--- config.mk ---
export PLATFORM = sky130hd
export DESIGN_NAME = data_bus_master
export DESIGN_NICKNAME = d
export VERILOG_FILES = /design/src/rtl/types_pkg.sv /design/src/rtl/bus_timeout_counter.sv /design/src/rtl/data_bus_master.sv
export SDC_FILE = /design/constraint.sdc
export NUM_CORES = 1
export LEC_CHECK = 0
export ABC_AREA = 1
export BUFFER_PORTS_ARGS = -buffer_cell sky130_fd_sc_hd__buf_2
export CORE_UTILIZATION = 43
export DETAILED_ROUTE_END_ITERATION = 12
export PLACE_DENSITY = 0.87
export SYNTH_ARGS = -nofsm -noshare
export SYNTH_HDL_FRONTEND = slang
export SYNTH_SLANG_ARGS = --single-unit
--- constraint.sdc ---
create_clock -name clk -period 1.4 [get_ports clk]
set_input_delay 0.35 -clock clk [delete_from_list [all_inputs] [get_ports clk]]
set_output_delay 0.35 -clock clk [all_outputs]
set_load 0.02 [all_outputs]
--- src/rtl/types_pkg.sv ---
// rtl/types_pkg.sv - shared bus types for the data and instruction bus masters
package Types_pkg;
  typedef logic [31:0] word_t;
  typedef logic [3:0]  wstrobe_t;

  typedef enum logic [1:0] {
    IDLE = 2'd0,
    BUSY = 2'd1,
    RESP = 2'd2
  } bus_state_t;
endpackage

--- src/rtl/bus_timeout_counter.sv ---
// rtl/bus_timeout_counter.sv - saturating bus watchdog; expired marks the last allowed wait cycle
module bus_timeout_counter #(
  parameter int TIMEOUT_CYCLES = 255
) (
  input  logic clk,
  input  logic reset_n,
  input  logic clear,
  input  logic enable,
  output logic expired
);
  localparam int CW = (TIMEOUT_CYCLES > 0) ? $clog2(TIMEOUT_CYCLES + 1) : 1;
  localparam logic [CW-1:0] LAST = (TIMEOUT_CYCLES > 0) ? CW'(TIMEOUT_CYCLES - 1) : '0;

  logic [CW-1:0] count;

  // Stops at the terminal count so a stalled master never sees the watchdog wrap.
  always_ff @(posedge clk or negedge reset_n) begin
    if (!reset_n) begin
      count <= '0;
    end else if (clear) begin
      count <= '0;
    end else if (enable && (count != LAST)) begin
      count <= count + CW'(1);
    end
  end

  assign expired = (TIMEOUT_CYCLES != 0) && (count == LAST);
endmodule

--- src/rtl/data_bus_master.sv ---
// rtl/data_bus_master.sv - runs one load/store access per valid/ready transaction on the data bus
module data_bus_master
  import Types_pkg::*;
#(
  parameter int TIMEOUT_CYCLES = 255
) (
  input  logic     clk,
  input  logic     reset_n,
  input  logic     core_valid,
  output logic     core_ready,
  input  logic     core_write,
  input  word_t    core_address,
  input  wstrobe_t core_wstrobe,
  input  word_t    core_wdata,
  output logic     core_done,
  output logic     core_error,
  output word_t    core_rdata,
  output logic     bus_valid,
  input  logic     bus_ready,
  output word_t    bus_address,
  output wstrobe_t bus_wstrobe,
  output word_t    bus_wdata,
  input  word_t    bus_rdata
);
  bus_state_t state;
  logic       is_write;
  logic       accept;
  logic       expired;

  assign core_ready = (state == IDLE) || (state == RESP);
  assign accept     = core_valid && core_ready;

  bus_timeout_counter #(
    .TIMEOUT_CYCLES(TIMEOUT_CYCLES)
  ) u_timeout (
    .clk    (clk),
    .reset_n(reset_n),
    .clear  (accept),
    .enable ((state == BUSY) && !bus_ready),
    .expired(expired)
  );

  always_ff @(posedge clk or negedge reset_n) begin
    if (!reset_n) begin
      state       <= IDLE;
      is_write    <= 1'b0;
      bus_valid   <= 1'b0;
      core_done   <= 1'b0;
      core_error  <= 1'b0;
      core_rdata  <= '0;
      bus_address <= '0;
      bus_wstrobe <= '0;
      bus_wdata   <= '0;
    end else begin
      core_done  <= 1'b0;
      core_error <= 1'b0;
      case (state)
        IDLE, RESP: begin
          if (core_valid) begin
            state       <= BUSY;
            is_write    <= core_write;
            bus_valid   <= 1'b1;
            bus_address <= core_address & ~32'h3;
            bus_wstrobe <= core_write ? core_wstrobe : 4'b0000;
            bus_wdata   <= core_wdata;
          end else begin
            state <= IDLE;
          end
        end
        BUSY: begin
          // A handshake on the terminal-count cycle wins over the watchdog.
          if (bus_ready) begin
            if (!is_write) core_rdata <= bus_rdata;
            state     <= RESP;
            bus_valid <= 1'b0;
            core_done <= 1'b1;
          end else if (expired) begin
            core_rdata <= '0;
            state      <= RESP;
            bus_valid  <= 1'b0;
            core_done  <= 1'b1;
            core_error <= 1'b1;
          end
        end
        default: begin
          state     <= IDLE;
          bus_valid <= 1'b0;
        end
      endcase
    end
  end
endmodule

---- Word level (Yosys, flattened, before mapping) ----
Cells that the tools add are included.
W data, S select, Z words.
operators by class
  reductions and logical operators ........ 12
  add/sub/neg operators ................... 1
  equal/unequal tests ..................... 7
  muxes and demuxes ....................... 19
operators with widths
  cell                   count
  $mux W32               3
  $mux W8                2
  $mux W1                9
  $add A8 B1 Y8 const B  1
  $eq A8 B8 Y1 const B   1
  $ne A8 B8 Y1 const B   1
  $mux W2                2
  $mux W4                1
  $ne A2 B2 Y1 const B   2
  $pmux W2 S2            1
  $reduce_and A2 Y1      2
  $reduce_bool A2 Y1     2
  $logic_and A1 B1 Y1    3
  $ne A3 B3 Y1 const B   1
  $reduce_and A3 Y1      1
  $eq A2 B1 Y1 const B   1
  $eq A2 B2 Y1 const B   1
  $logic_not A2 Y1       1
  $pmux W1 S2            1
  $reduce_or A2 Y1       1
  $logic_not A1 Y1       1
  $logic_or A1 B1 Y1     1
word-level totals
  output and inout bits ................... 104
  input port bits ......................... 105
  flip-flop bits (word level) ............. 112
  word-level logic and storage cells ...... 49

---- Logic depth before layout (Yosys ltp) ----
  depth in word-level cells ............... 5
  gate-level depth with buffers ........... 10
  gate-level depth less buffers ........... 10

---- Modules after synthesis ----
From an unflattened synthesis, not the netlist that was laid out.
unflattened totals
  cell total of the unflattened synthesis .. 586
  area total of the unflattened synthesis .. 4870.9 µm²
by module, submodules not included
  module               instances  area an instance (µm²)  cells each  sequential area each (µm²)
  data_bus_master      1          4345.4                  515         2602.5
  bus_timeout_counter  1          525.5                   71          200.2

---- Worst setup path before layout ----
No wires, ideal clock.
  path kind ............................... register to register
  start point ............................. register u_timeout.count[0]
  end point ............................... register core_rdata[0]
  arrival ................................. 1.326 ns
  buffers on the path ..................... 1
  period minus slack after synthesis ...... 1.443 ns
  cell stages (with the launch flop) ...... 11
  setup slack ............................. -0.043 ns
  library setup time ...................... 0.117 ns
  data required time ...................... 1.283 ns
  path through ............................ dfrtp_1 inv_1 ha_1 nand2_1 nor2_2 nand2_4 nand2_4 nand3_4 buf_6 nand2_1 nand2_1
on the way
  longest elaborated chain between the ends .. 3
RTL lines
  element                       line                       text
  from (decl)                   bus_timeout_counter.sv:14  logic [CW-1:0] count;
  from (signal assigned)        bus_timeout_counter.sv:23  count <= count + CW'(1);
  $eq A8 B8 Y1                  bus_timeout_counter.sv:27  assign expired = (TIMEOUT_CYCLES != 0) && (count == LAST);
  $reduce_bool A2 Y1 (no line)  -
  $reduce_and A3 Y1 (no line)   -
  to (signal assigned)          data_bus_master.sv:73      if (!is_write) core_rdata <= bus_rdata;
  to (decl)                     data_bus_master.sv:17      output word_t core_rdata,
Every way passes these cells.
A chain may end at the register's enable or synchronous reset.

---- Final worst setup path ----
  start point ............................. register u_timeout.count[0]
  end point ............................... register core_rdata[3]
Same word-level chain as after synthesis.

==> reports/results.tsv <==
metric	value	unit
core_area	10800	um2
fin_area	6440	um2
muxShareOfSynthArea	0	
track_usage	0.209	
crit_path_max_incr_delay	400	ps
avgSynthCellArea	8.31	um2
seq_area	2800	um2
clkPwrFrac	0.157	
cp_data_arrival_time	1690	ps
yosysUniqueCellTypes	23	
fin_crit	1440	ps
power.total	11.4	mW
setup_ws	-42.1	ps
p_comb_frac	0.416	
drc	0	
nets	904	
synthArstFlopShare	1.00	
initial_core_util	0.443	
max_freq	0.693	GHz
area_delta_synth_final	34.1	%
synth_top_family_by_area	simple AND/OR/NAND/NOR gates	
antenna_found_initial	1	
required	1650	ps
totalWireLength	11900	um
grt_pass1_vias	4065	
status	finished, violations left	
p_int	6.63	mW
end_kind	flop	
first_pass_iters	4	
synth-seq-cells	112	
yosysMostFrequentCell	nand2_1	
route.vias.total	4496	
synth_simple_gate_area_share	0.326	
drv_cap	0	
clk_path_buf_depth	2	
yosys-top-cells-count	nand2_1, dfrtp_1, inv_1	
slowest_stage	dfrtp_1	
powerDensity	1770	nW/um2
rsz0062_at_grt	yes	
fin_worst_skew	9.48	ps
holdWs	171	ps
hold_path.class	input port to flop	
hpwl	8670	um
synth_edf_count	0	
ys.flop_type	dfrtp_1	
synth_area_leader_cell	dfrtp_1	
synth-adder-area-share	0.00521	
period_share	1.03	
dpl_cell_area	6180	um2
root_buffer	clkbuf_8	
grt_pass1_wl	19000	um
switching_share	0.418	
hold_violations	0	
worstPathMaxFanout	21	
path_clk_slew	110	ps
io-pin-count	209	
yosys.area_share.xor_xnor	0.00547	
htreeDepth	3	
violations	negative setup slack	
dp_cells	920	
portBuffers	204	
synth_compound_area_frac	0.00938	
setup_viol	16	
fillCellCount	927	
die_x	108	um
yosys-top-cells-area	dfrtp_1, nand2_1, nand4_1, inv_1, clkbuf_1	
grt.overflow.total	0	
peakVddDrop	0.828	mV
cts_tree	done	
final_cell_count_no_fill	943	
yosysWarnings	0	
die-area	11600	um2
clock-sinks	112	
cpMostUsedCell	nand2_1	
drive_gt1_frac	0.342	
power_frac_seq	0.427	
cts_buffers	9	
critical_path_class	flop to flop	
die_h	108	um
antenna_left	0	
path_cells	inv_2 > ha_4 > nand2_2 > nor2_4 > nand2_4 > nand2_8 > nand3_4 > buf_12 > nand2_1 > nand2_1	
routed_via_density	4.77	
synth_cells	578	
grt_max_degree	50	
p_sw	4.77	mW
finalMaxSlewViolations	0	
synth_area	4800	um2
rows	38	
yosys.area.top_type_share	0.584	
place.gp.congestion	0.792	
p_leak	3.94	nW
wl_per_cell	12.6	um
ys_seq_area_frac	0.584	
drtIter0Drc	309	
clk_latency	370	ps
setup.worst_path.start_class	flop	
multi_input_area	1710	um2
==> metal layers <==
layer  GRT usage  vias to the layer above  wire length [um]
met5           0                        -                 0
met4      0.0783                        0               101
met3      0.0545                       10              1000
met2       0.340                      200              5850
met1       0.269                     2086              4940
li1            -                     2200                 -
==> final timing paths <==
path	endpoint	from	slack, ps	depth (start not counted)
min in group asynchronous	core_rdata[10]	reset_n	430	2
worst min register to register	core_rdata[7]	core_rdata[7]	480	2
worst max register to register	core_rdata[3]	u_timeout.count[0]	-40	10
max in group asynchronous	bus_address[12]	reset_n	440	3
worst max-delay path	core_rdata[3]	u_timeout.count[0]	-40	10
worst min-delay path	bus_address[31]	core_address[31]	170	3
==> cell type report <==
cell class / instances / share of cell area
sequential: 112 / 0.435
timing repair buffer: 239 / 0.219
clock buffer: 9 / 0.0192
tap: 140 / 0.0272
multi-input combinational: 393 / 0.266
antenna: 2 / 0.000777
clock inverter: 6 / 0.00796
inverter: 42 / 0.0249
==> state kept, by name (all words and copies together) (netlist names) <==
| register | cells |
|---|---|
| core_error | 1 |
| is_write | 1 |
| state | 2 |
| bus_wdata | 32 |
| bus_wstrobe | 4 |
| u_timeout.count | 8 |
| core_done | 1 |
| core_rdata | 32 |
| bus_valid | 1 |
| bus_address | 30 |
==> power by group through the flow <==
stage | Combinational, mW | Sequential, mW | Clock [mW]
finish | 4.74 | 4.86 | 1.79
global route | 5.22 | 4.98 | 1.97
CTS | 4.73 | 4.86 | 1.86
detailed placement | 4.70 | 4.89 | 0
global placement | 4.55 | 4.89 | 0
floorplan | 1.50 | 6.19 | 0
==> cell families (layout without fill, tap and decap cells) <==
| logic type | Yosys count | count (layout) |
|---|---|---|
| simple gates | 378 | 378 |
| xor+xnor | 3 | 3 |
| buf+inv | 74 | 296 |
| compound gates | 8 | 8 |
| fa+ha+maj | 2 | 2 |
| flops | 112 | 112 |
| other cells | 1 | 4 |
==> through the flow <==
| step | setup WS (ps) | util | TNS [ps] |
|---|---|---|---|
| after floorplan | 0.773 | - | 0 |
| after global placement | -17.9 | 0.570 | -173 |
| after detailed placement | -81.2 | 0.570 | -1630 |
| after CTS | -43.8 | 0.590 | -509 |
| after global routing | -134 | 0.594 | -3190 |
| final | -42.1 | 0.594 | -224 |
==> timing repair <==
action	in CTS	in global routing
buffers inserted	3	2
setup endpoints to repair	33	41
hold buffers	1	0
gates resized for setup	4	6
pin swaps	1	2
endpoints found under the hold margin	20	0
==> layout by cell type, fill, tap and decap left out <==
cell type / n
ha_2: 1
nand2_2: 5
nor2_4: 3
nor2_1: 8
dfrtp_1: 112
buf_6: 2
xor2_1: 1
nand3_4: 1
nor2_2: 1
inv_2: 4
diode_2: 2
nand2_1: 316
buf_12: 9
buf_2: 202
dlygate4sd3_1: 1
nand2_8: 1
nand3_1: 8
inv_6: 3
nand4_1: 34
o21ai_0: 5
o21ai_2: 1
inv_1: 37
inv_8: 1
inv_4: 1
clkinv_2: 1
clkbuf_8: 9
ha_4: 1
a21oi_2: 1
buf_4: 25
conb_1: 2
clkinv_4: 1
o22ai_1: 1
xnor2_1: 2
nand2_4: 1
==> critical path: cells and delay by family, from the launching register on <==
family,cells,cell delay [ps]
fa+ha+maj,1,120
buf+inv,2,250
flops,1,400
simple gates,7,550
(Power assumes the default switching activity.)
